==> config.mk <==
export PLATFORM = sky130hd
export DESIGN_NAME = stream_queue_bank
export DESIGN_NICKNAME = d
export VERILOG_FILES = /design/src/rtl/stream_queue_bank.sv
export SDC_FILE = /design/constraint.sdc
export NUM_CORES = 1
export LEC_CHECK = 0
export ABC_AREA = 1
export CAP_MARGIN = 10
export CORE_ASPECT_RATIO = 0.75
export CORE_MARGIN = 2
export CORE_UTILIZATION = 54
export DETAILED_ROUTE_END_ITERATION = 6
export PLACE_DENSITY = 0.72
export SLEW_MARGIN = 20
export SYNTH_ARGS = -nofsm -noshare
export SYNTH_HDL_FRONTEND = slang
export SYNTH_SLANG_ARGS = --single-unit
==> constraint.sdc <==
create_clock -name clock -period 5.9 [get_ports clock]
set_input_delay 1.18 -clock clock [delete_from_list [all_inputs] [get_ports clock]]
set_output_delay 1.18 -clock clock [all_outputs]
set_load 0.01 [all_outputs]
==> src/rtl/stream_queue_bank.sv <==
// Bank of NCH independent circular-buffer token queues with per-channel flush,
// occupancy count, registered back-pressure threshold and sticky overflow flag.
module stream_queue_bank #(
  parameter int NCH     = 8,
  parameter int W       = 9,
  parameter int DEPTH   = 16,
  parameter int RESERVE = 0,
  localparam int CW     = $clog2(DEPTH + 1)
) (
  input  logic              clock,
  input  logic              reset,
  input  logic [NCH*W-1:0]  qin_d,
  input  logic [NCH-1:0]    qin_e,
  input  logic [NCH-1:0]    qin_v,
  output logic [NCH-1:0]    qin_b,
  output logic [NCH*W-1:0]  qout_d,
  output logic [NCH-1:0]    qout_e,
  output logic [NCH-1:0]    qout_v,
  input  logic [NCH-1:0]    qout_b,
  input  logic [NCH-1:0]    flush,
  output logic [NCH*CW-1:0] count,
  output logic [NCH-1:0]    ovf
);

  localparam int AW = $clog2(DEPTH);
  localparam logic [CW-1:0] FULL = CW'(DEPTH);
  localparam logic [CW-1:0] THR  = CW'(DEPTH - RESERVE);

  logic [CW-1:0] cnt_q [NCH];
  logic [CW-1:0] cnt_d [NCH];
  logic [AW-1:0] rp_q  [NCH];
  logic [AW-1:0] rp_d  [NCH];
  logic [AW-1:0] wp_q  [NCH];
  logic [AW-1:0] wp_d  [NCH];
  logic [NCH-1:0] ovf_q, ovf_d;
  logic [NCH-1:0] pop, push, wr_en;
  logic [W:0]     wr_data [NCH];

  always_comb begin
    cnt_d = cnt_q;
    rp_d  = rp_q;
    wp_d  = wp_q;
    ovf_d = ovf_q;
    for (int c = 0; c < NCH; c++) begin
      pop[c]     = (cnt_q[c] != '0) && !qout_b[c];
      // A full queue still accepts when the head leaves on the same edge.
      push[c]    = qin_v[c] && ((cnt_q[c] != FULL) || pop[c]);
      wr_en[c]   = push[c] && !flush[c];
      wr_data[c] = {qin_d[c*W +: W], qin_e[c]};
      if (flush[c]) begin
        cnt_d[c] = '0;
        rp_d[c]  = '0;
        wp_d[c]  = '0;
      end else begin
        if (push[c]) wp_d[c] = wp_q[c] + AW'(1);
        if (pop[c])  rp_d[c] = rp_q[c] + AW'(1);
        if (push[c] && !pop[c])      cnt_d[c] = cnt_q[c] + CW'(1);
        else if (pop[c] && !push[c]) cnt_d[c] = cnt_q[c] - CW'(1);
        if (qin_v[c] && !push[c])    ovf_d[c] = 1'b1;
      end
    end
  end

  always_ff @(posedge clock or posedge reset) begin
    if (reset) begin
      cnt_q <= '{default: '0};
      rp_q  <= '{default: '0};
      wp_q  <= '{default: '0};
      ovf_q <= '0;
    end else begin
      cnt_q <= cnt_d;
      rp_q  <= rp_d;
      wp_q  <= wp_d;
      ovf_q <= ovf_d;
    end
  end

  assign ovf = ovf_q;

  for (genvar g = 0; g < NCH; g++) begin : g_ch
    // Token storage is data only: no reset, contents are don't-care when empty.
    logic [W:0] mem_q [DEPTH];

    always_ff @(posedge clock) begin
      if (wr_en[g]) mem_q[wp_q[g]] <= wr_data[g];
    end

    assign qout_d[g*W +: W]   = mem_q[rp_q[g]][W:1];
    assign qout_e[g]          = mem_q[rp_q[g]][0];
    assign qout_v[g]          = (cnt_q[g] != '0);
    assign qin_b[g]           = (cnt_q[g] >= THR);
    assign count[g*CW +: CW]  = cnt_q[g];
  end

endmodule

# Yosys cells after proc, flatten, opt, wreduce, memory -nomap -nowiden
# Memories as Yosys holds them, arrays and structs flattened.
# Cells that the tools add are included.
[word_totals] reg_bits=112 ram_bits=1280 inputBits=106 output_inout_bits=144 word_cells=296 n_memories=8
[op_classes] addsub=32 order_cmp=8 eq_ne=8 muxes=72 bitwise_logic=8 reduce_logical=128
[memory_table] memory="g_ch[0].mem_q" depth=16 width=10 rd=1 rd_clocked_by_memory_dff=0 write_ports=1 line_no="82" source="logic [W:0] mem_q [DEPTH];"
[memory_table] memory="g_ch[1].mem_q" depth=16 width=10 rd=1 rd_clocked_by_memory_dff=0 write_ports=1 line_no="82"
[memory_table] memory="g_ch[2].mem_q" depth=16 width=10 rd=1 rd_clocked_by_memory_dff=0 write_ports=1 line_no="82"
[memory_table] memory="g_ch[3].mem_q" depth=16 width=10 rd=1 rd_clocked_by_memory_dff=0 write_ports=1 line_no="82"
[memory_table] memory="g_ch[4].mem_q" depth=16 width=10 rd=1 rd_clocked_by_memory_dff=0 write_ports=1 line_no="82"
[memory_table] memory="g_ch[5].mem_q" depth=16 width=10 rd=1 rd_clocked_by_memory_dff=0 write_ports=1 line_no="82"
[memory_table] memory="2 more memories"
[op_table] op="4-bit two-way mux" n=32
[op_table] op="5-bit two-way mux" n=24
[op_table] op="4-bit by 1-bit adder with 4-bit output (second input constant)" n=16
[op_table] op="1-bit logical AND" n=48
[op_table] op="5-bit by 1-bit adder with 5-bit output (second input constant)" n=8
[op_table] op="5-bit >= comparator (second input constant)" n=8
[op_table] op="5-bit inequality test (second input constant)" n=8
[op_table] op="5-bit nonzero test" n=8
[op_table] op="5-bit by 1-bit subtractor with 5-bit output (second input constant)" n=8
[op_table] op="1-bit zero test" n=32
[op_table] op="2-bit nonzero test" n=16
[op_table] op="3-bit nonzero test" n=8
[op_table] op="1-bit two-way mux" n=16
[op_table] op="2-bit AND reduction" n=8
[op_table] op="1-bit logical OR" n=8
[op_table] op="1-bit NOT" n=8

# Longest topological paths before layout
# Gate-level depths: netlist (run 1).
[depth] word_depth=9 depth_mapped=12 ltp_nobuf=12

# Worst setup path before layout (run 1)
# Ideal clock, no wire load.
[synth_timing] path_type="input to register" startpoint="input port qout_b[5]" endpoint="memory g_ch[5].mem_q[0][0] (netlist bit), enable pin" setup_ps=376 arrival_time_ps=2221 required_time_ps=5524 path_slack_ps=3303 path_stages=9 path_buffers=0 path_cell_list="nand2_1 -> inv_1 -> nand3_2 -> nand2_1 -> inv_2 -> nand2_1 -> inv_2 -> nand2_1 -> nor2_1"
[synth_via] elab_chain_cells=7
[synth_rtl] item="from (decl)" line_no="19" source="input logic [NCH-1:0] qout_b,"
[synth_rtl] item="1-bit zero test" line_no="45" source="pop[c] = (cnt_q[c] != '0) && !qout_b[c];"
[synth_rtl] item="1-bit logical AND" line_no="45"
[synth_rtl] item="1-bit logical OR" line_no="47" source="push[c] = qin_v[c] && ((cnt_q[c] != FULL) || pop[c]);"
[synth_rtl] item="1-bit logical AND" line_no="47"
[synth_rtl] item="1-bit logical AND" line_no="48" source="wr_en[c] = push[c] && !flush[c];"
[synth_rtl] item="1-bit two-way mux" line_no="85" source="if (wr_en[g]) mem_q[wp_q[g]] <= wr_data[g];"
[synth_rtl] item="1-bit two-way mux (not written as such)" line_no="85"
[synth_rtl] item="to (decl)" line_no="82"
# Every way passes these cells.

# Final worst setup path (run 1)
[layout_timing] startpoint="register rp_q[9] (netlist bit)" endpoint="output port qout_d[49]"
[layout_via] elab_chain_cells=1
[layout_rtl] item="from (decl)" line_no="31" source="logic [AW-1:0] rp_q [NCH];"
[layout_rtl] item="from (signal assigned)" line_no="72" source="rp_q <= rp_d;"
[layout_rtl] item="memory read 16 x 10 bit"
[layout_rtl] item="to (decl)" line_no="16" source="output logic [NCH*W-1:0] qout_d,"
# Every way passes these cells.

==> results of run 1 <==
power by group through the flow:
stage	logic [mW]	clock network (mW)	registers, mW
2_1_floorplan	4.08	0	11.5
3_3_place_gp	5.87	0	11.7
3_5_place_dp	5.99	0	11.8
4_1_cts	6.03	8.90	11.6
5_1_grt	6.70	9.28	11.6
6_report	6.01	8.77	11.6
how the worst max path moves through the flow:
stage | start | end | cells past startpoint
3_3_place_gp | qout_b[5] | g_ch[5].mem_q[13][6] | 10
3_5_place_dp | rp_q[9] | qout_d[49] | 6
4_1_cts | rp_q[9] | qout_d[53] | 6
6_report | rp_q[9] | qout_d[49] | 6
5_1_grt | rp_q[9] | qout_d[53] | 6
2_1_floorplan | reset | count[0] | 1
placed cells by master, fill, tap and decap left out, drive strengths merged, types with 32 or more instances in the layout:
master	netlist	layout
o211ai	320	320
clkinv	0	52
edfxtp	1280	1280
ha	72	72
clkbuf	116	183
inv	160	162
clkdlybuf4s50	0	249
buf	149	46
nand3	154	154
a21oi	32	32
dfrtp	112	112
nor2	1127	1127
o21ai	790	790
nand2	393	393
cell families (layout without fill, tap and decap cells):
logic type,count (synthesis),after routing,synth area share [%]
DFF,1392,1392,70.65
buffers and inverters,425,707,3.560
other,0,2,0
adders and majority gates,80,80,1.818
AOI/OAI and AO/OA,1182,1182,11.73
and+or+nand+nor,1690,1690,12.00
xor gates and xnor gates,16,16,0.2401
routing by layer:
metal | vias to the layer above | share of wire [%]
li1 | 17500 | -
met1 | 18250 | 45
met2 | 1440 | 45
met3 | 217 | 7.9
met4 | 12 | 2.2
met5 | - | 0.058
cells in the mapped netlist (14+ instances only):
| cell type | instances |
|---|---|
| nand3_1 | 130 |
| o21a_1 | 16 |
| dfrtp_1 | 112 |
| buf_2 | 101 |
| nand2_1 | 365 |
| buf_4 | 17 |
| nor2_2 | 63 |
| o21ai_0 | 637 |
| inv_2 | 14 |
| inv_1 | 138 |
| nor2_1 | 1064 |
| nand2_2 | 20 |
| o21ai_1 | 153 |
| o21bai_1 | 16 |
| nand3_2 | 16 |
| ha_1 | 72 |
| a21oi_1 | 24 |
| clkbuf_2 | 36 |
| nor3_1 | 16 |
| edfxtp_1 | 1280 |
| o211ai_1 | 318 |
| buf_6 | 29 |
| clkbuf_1 | 80 |
worst reg2reg max path: stages (launching register included):
cell and delay (ns):
dfrtp_1 0.46, nor2_2 0.10, nand3_2 0.12, nand2_1 0.17, inv_2 0.15, nand2_1 0.08, inv_2 0.10, nand2_1 0.11
nor2_1 0.82
state kept, by name (all words and copies together) (netlist names):
| name | flops |
|---|---|
| count | 40 |
| rp_q | 32 |
| wp_q | 32 |
| ovf | 8 |
| g_ch.mem_q | 1280 |
stage by stage:
step                      hold slack, ns  worst slack (ns)  cell area (um2)  util, %
after floorplan                   0.5134             1.761            58370        -
after global placement            0.4643             2.026            61570    57.42
after detailed placement          0.4628             2.024            61600    57.45
after CTS                         0.4799             1.192            66120    61.67
after global routing              0.4885            0.9351            66190    61.73
final                             0.4762             1.210            66190    61.73
layout make-up:
type	instances	area share, %
Timing Repair Buffer	295	4.287
Tap cell	1431	2.705
Sequential cell	1392	62.34
Inverter	160	0.9603
Clock buffer	183	5.690
Clock inverter	69	1.136
Antenna cell	2	0.007561
Multi-Input combinational cell	2968	22.88
==> impl_metrics.toml, run 1 <==
[power_and_ir_drop]
p_sw_share_pct = 30.26
p_int_mw = 18.37
pwr-share-clk_pct = 33.3
p_sw_mw = 7.971
p_seq_share_pct = 43.9
powerDensity_nw_per_um2 = 398.0
power_mw = 26.34
combPwrFrac_pct = 22.8
ir_drop_uv = 273.6
power.leakage_nw = 22.09

[grt]
use_met1_pct = 35.44
grt_pass1_wl_um = 205300
use_met2_pct = 35.68
grt.busiest_layer = "met2"
grt.total_usage_pct = 23.85
grt_pass1_vias = 35900
grt_max_degree = 84
groute.layer.met3.usage_pct = 4.903
grt_overflow = 0
antenna_found_initial = 8

[placement]
gp_congestion = 0.8567
dp_hpwl_um = 79460
placedCellCount = 6245
io_buffers = 249

[routing]
drtIter0Drc = 4444
wirelength_um = 133600
drc = 0
drt-wirelength-per-cell_um = 20.56
via_per_inst = 5.757
first_pass_iters = 6
ant_nets = 0
vias = 37420

[synthesis]
ys_seq_area_share_pct = 70.65
synth_top_area_share_pct = 65.85
syn-num-nets = 4971
ys_warn_count = 0
synthCells = 4785
synthTopCellsByArea = "edfxtp_1 (66%), nor2_1 (6.8%), o21ai_0 (5.5%)"
yosys.area.top_type = "edfxtp_1"
synth_ff_type = "edfxtp_1"
ys_types = 34
syn_avg_cell_area_um2 = 12.20
synthArstFlopShare_pct = 8.046
synth_seq_cells = 1392
synth_edf_count = 1280
syn-cell-area_um2 = 58370

[sta]
worst_pin_slew_ns = 1.143
hold_viol = 0
period_share_pct = 79.50
slew_violations = 0
grt_setup_unrepaired = "no"
fin_skew_ns = 0.03801
setup_tns_ns = 0
fin_crit_ns = 4.690
setup_violations = 0
max-slew-margin-rel_pct = 23.54
max_freq_ghz = 0.2132

[finish]
multiInputGateArea_um2 = 15140
area_growth_pct = 13.40
fin_cells = 6500
fin_nets = 5141
fillCellCount = 8134
drive_above_1_share_pct = 8.782
ff_latch_area_um2 = 41260

[floorplanning]
die_x_um = 383.6
ios = 250
core_um2 = 107200
die-area_um2 = 110800
fp.dieH_um = 288.7
start_util_pct = 54.44
rows = 104

[clocking]
ctsRootBufferMaster = "clkbuf_16"
cts_tree = "built"
cts.htree.levels = 4
cts_resized = 0
clock-sinks = 1392
cts_hold_buf = 0
clk_latency_ns = 0.76
post_cts_buffers = 0
clk_pin_slew_ns = 0.06
numCtsBuffers = 138
clock_path_buffers = 3

[worst_setup_path]
critPathBufInv = 2
rr_endpoint = "g_ch[5].mem_q[11][7]"
worst-setup-path-type = "reg2out"
worstPathRequired_ns = 4.72
r2r-start = "count[25]"
r2r_slack_ns = 3.38
crit_arrival_ns = 3.51
cpPeakStageDelay_ns = 0.83
start_kind = "flop"
path_cells = "buf_4 > o21ai_0 > o21ai_1 > o211ai_1 > nand2_1 > clkdlybuf4s50_1"
crit_slowest_cell = "dfrtp_2"
crit_path_max_fanout = 42
path_delay_family = "buffers and inverters"
cp-end-kind = "output port"
reg2reg_depth = 8

[worst_hold_path]
hold_start = "ovf[7]"
whs_path_depth = 1
holdPathEnd = "ovf[7]"
worstHoldPathType = "reg2reg"

[run]
cap_violations = 0

[run_status]
status = "finished clean"
(Power assumes the default switching activity.)
==> run 2, diff against run 1 <==
Settings changed: PLACE_DENSITY 0.72 to 0.75.
Clock period 5.9 ns to 4.06 ns, I/O delays scaled along.
==> run 2 against run 1 <==
Net effect:
- utilization increased by 0.54 points
- sequential power increased by 44%
- worst setup slack got worse by 1.1 ns
- final area increased by 0.87%
- flip-flop and latch count unchanged
- critical path depth unchanged
==> impl_metrics.toml, run 2 (synthesis gave the netlist of run 1 again) <==
[worst_setup_path]
crit_path_end = "qout_d[64]"
r2r-start = "count[20]"
path_cells = "buf_12 > o21ai_0 > o211ai_1 > o211ai_1 > nand2_1 > clkdlybuf4s50_1"
worstPathRequired_ns = 3.25
cpPeakStageDelay_ns = 0.82
reg2reg_depth = 11
r2r_slack_ns = 1.71
rr_endpoint = "count[24]"
path_delay_family = "buffers and inverters"
crit_cells = 6
crit_slowest_cell = "dfrtp_2"
crit_arrival_ns = 3.14
crit_path_start = "rp_q[1]"
start_kind = "flop"
crit_path_max_fanout = 44
cp-end-kind = "output port"
critPathBufInv = 2
worst-setup-path-type = "reg2out"
cp_common_cell = "o211ai_1"

[clocking]
cts_hold_buf = 0
clk_latency_ns = 0.75
cts.htree.levels = 4
clock_path_buffers = 3
clk_pin_slew_ns = 0.06
numCtsBuffers = 134
ctsRootBufferMaster = "clkbuf_16"
clock-sinks = 1392
cts_tree = "built"

[finish]
area_growth_pct = 14.39
largest_reg_flops = 1280
drive_above_1_share_pct = 9.772
final_common_cell = "edfxtp_1"
layout_common_cells = "edfxtp_1 (1,280), nor2_1 (1,064), o21ai_0 (637)"
fin_nets = 5255

[power_and_ir_drop]
powerDensity_nw_per_um2 = 561.9
power_mw = 37.51
power.leakage_nw = 22.57
ir_drop_uv = 538.9

[run_status]
status = "finished clean"

[worst_hold_path]
worstHoldPathType = "reg2reg"

[floorplanning]
die_x_um = 383.6
fp.dieH_um = 288.7
core_um2 = 107200
rows = 104
start_util_pct = 54.44
ios = 250
die-area_um2 = 110800

[sta]
setup_violations = 0
max-slew-margin-rel_pct = 35.45
grt_setup_unrepaired = "no"
fin_skew_ns = 0.02851
hold_viol = 0
worst_pin_slew_ns = 0.9646
fin_crit_ns = 3.951
max_freq_ghz = 0.2531
setup_tns_ns = 0
slew_violations = 0
period_share_pct = 97.31

[grt]
grt.total_usage_pct = 23.48
antenna_found_initial = 3
grt_max_degree = 83
grt_pass1_wl_um = 203800
grt_overflow = 0
grt_pass1_vias = 36130

[routing]
ant_nets = 0
drt-wirelength-per-cell_um = 19.90
via_per_inst = 5.710
drtIter0Drc = 3734
first_pass_iters = 6
drc = 0
vias = 37750
wirelength_um = 131600

[placement]
gp_congestion = 0.8147
dp_hpwl_um = 80360
io_buffers = 249

[run]
cap_violations = 0
run 2: changes by cell type in the layout (fill, tap and decap cells not counted), moves of 13 or more:
cell / before / now
buf_4: 46 / 146
clkinv_1: 19 / 33
nor2_2: 99 / 63
buf_12: 0 / 13
nor2_1: 1028 / 1064
run 2: worst min-delay path by stage:
stage,slack [ns],cells after the start,end,start
after floorplan,0.51,1,ovf[0],ovf[0]
after global placement,0.47,1,ovf[7],ovf[7]
after detailed placement,0.49,1,ovf[3],ovf[3]
after CTS,0.46,2,count[33],reset
after global routing,0.50,1,ovf[7],ovf[7]
final,0.50,1,ovf[7],ovf[7]
run 2: repair_timing:
item / CTS / global route
endpoints found under the setup margin: 0 / 28
resized for setup: 0 / 12
setup buffers: 0 / 3
endpoints found under the hold margin: 0 / 0
run 2: power breakdown:
part	switching [mW]	internal, mW
logic	5.60	3.47
registers	0.618	16.1
clock network	5.33	6.42
total	11.6	26.0
run 2: worst register-to-register path, stage by stage (launching register included):
cell	delay [ns]
dfrtp_1	0.48
nor2_2	0.23
nand3_2	0.17
nand2_4	0.15
nand3_4	0.15
ha_1	0.34
inv_1	0.12
o21bai_1	0.09
a31oi_1	0.28
nand3_1	0.12
nand3_1	0.09
nand2_1	0.05
run 2: per-stage QoR:
step           std cells  instance area (um2)  hold WS (ns)  setup slack [ns]  util, %
2_1_floorplan       4785                58370        0.5134            0.2890        -
3_3_place_gp        6361                62600        0.4723            0.8154    58.38
6_report            6611                66770        0.4998            0.1093    62.27
4_1_cts             6606                66700        0.4648          0.009893    62.21
5_1_grt             6609                66760        0.5040           0.01747    62.26
3_5_place_dp        6361                62600        0.4879            0.8296    58.38
run 2: cell type report:
| type | instances | area (um2) |
|---|---|---|
| Multi-Input combinational cell | 2968 | 15050 |
| Clock buffer | 171 | 3535 |
| Antenna cell | 2 | 5.005 |
| Inverter | 160 | 646.9 |
| Tap cell | 1431 | 1790 |
| Clock inverter | 74 | 565.5 |
| Fill cell | 7967 | 40460 |
| Sequential cell | 1392 | 41270 |
| Timing Repair Buffer | 413 | 3905 |
run 2: per-layer routing:
layer	vias up	share of wire, %	track usage, %
met5	-	0.020	0
met4	4	2.2	7.353
met3	204	7.4	3.908
met2	1438	47	36.58
met1	18370	44	34.13
li1	17740	-	-
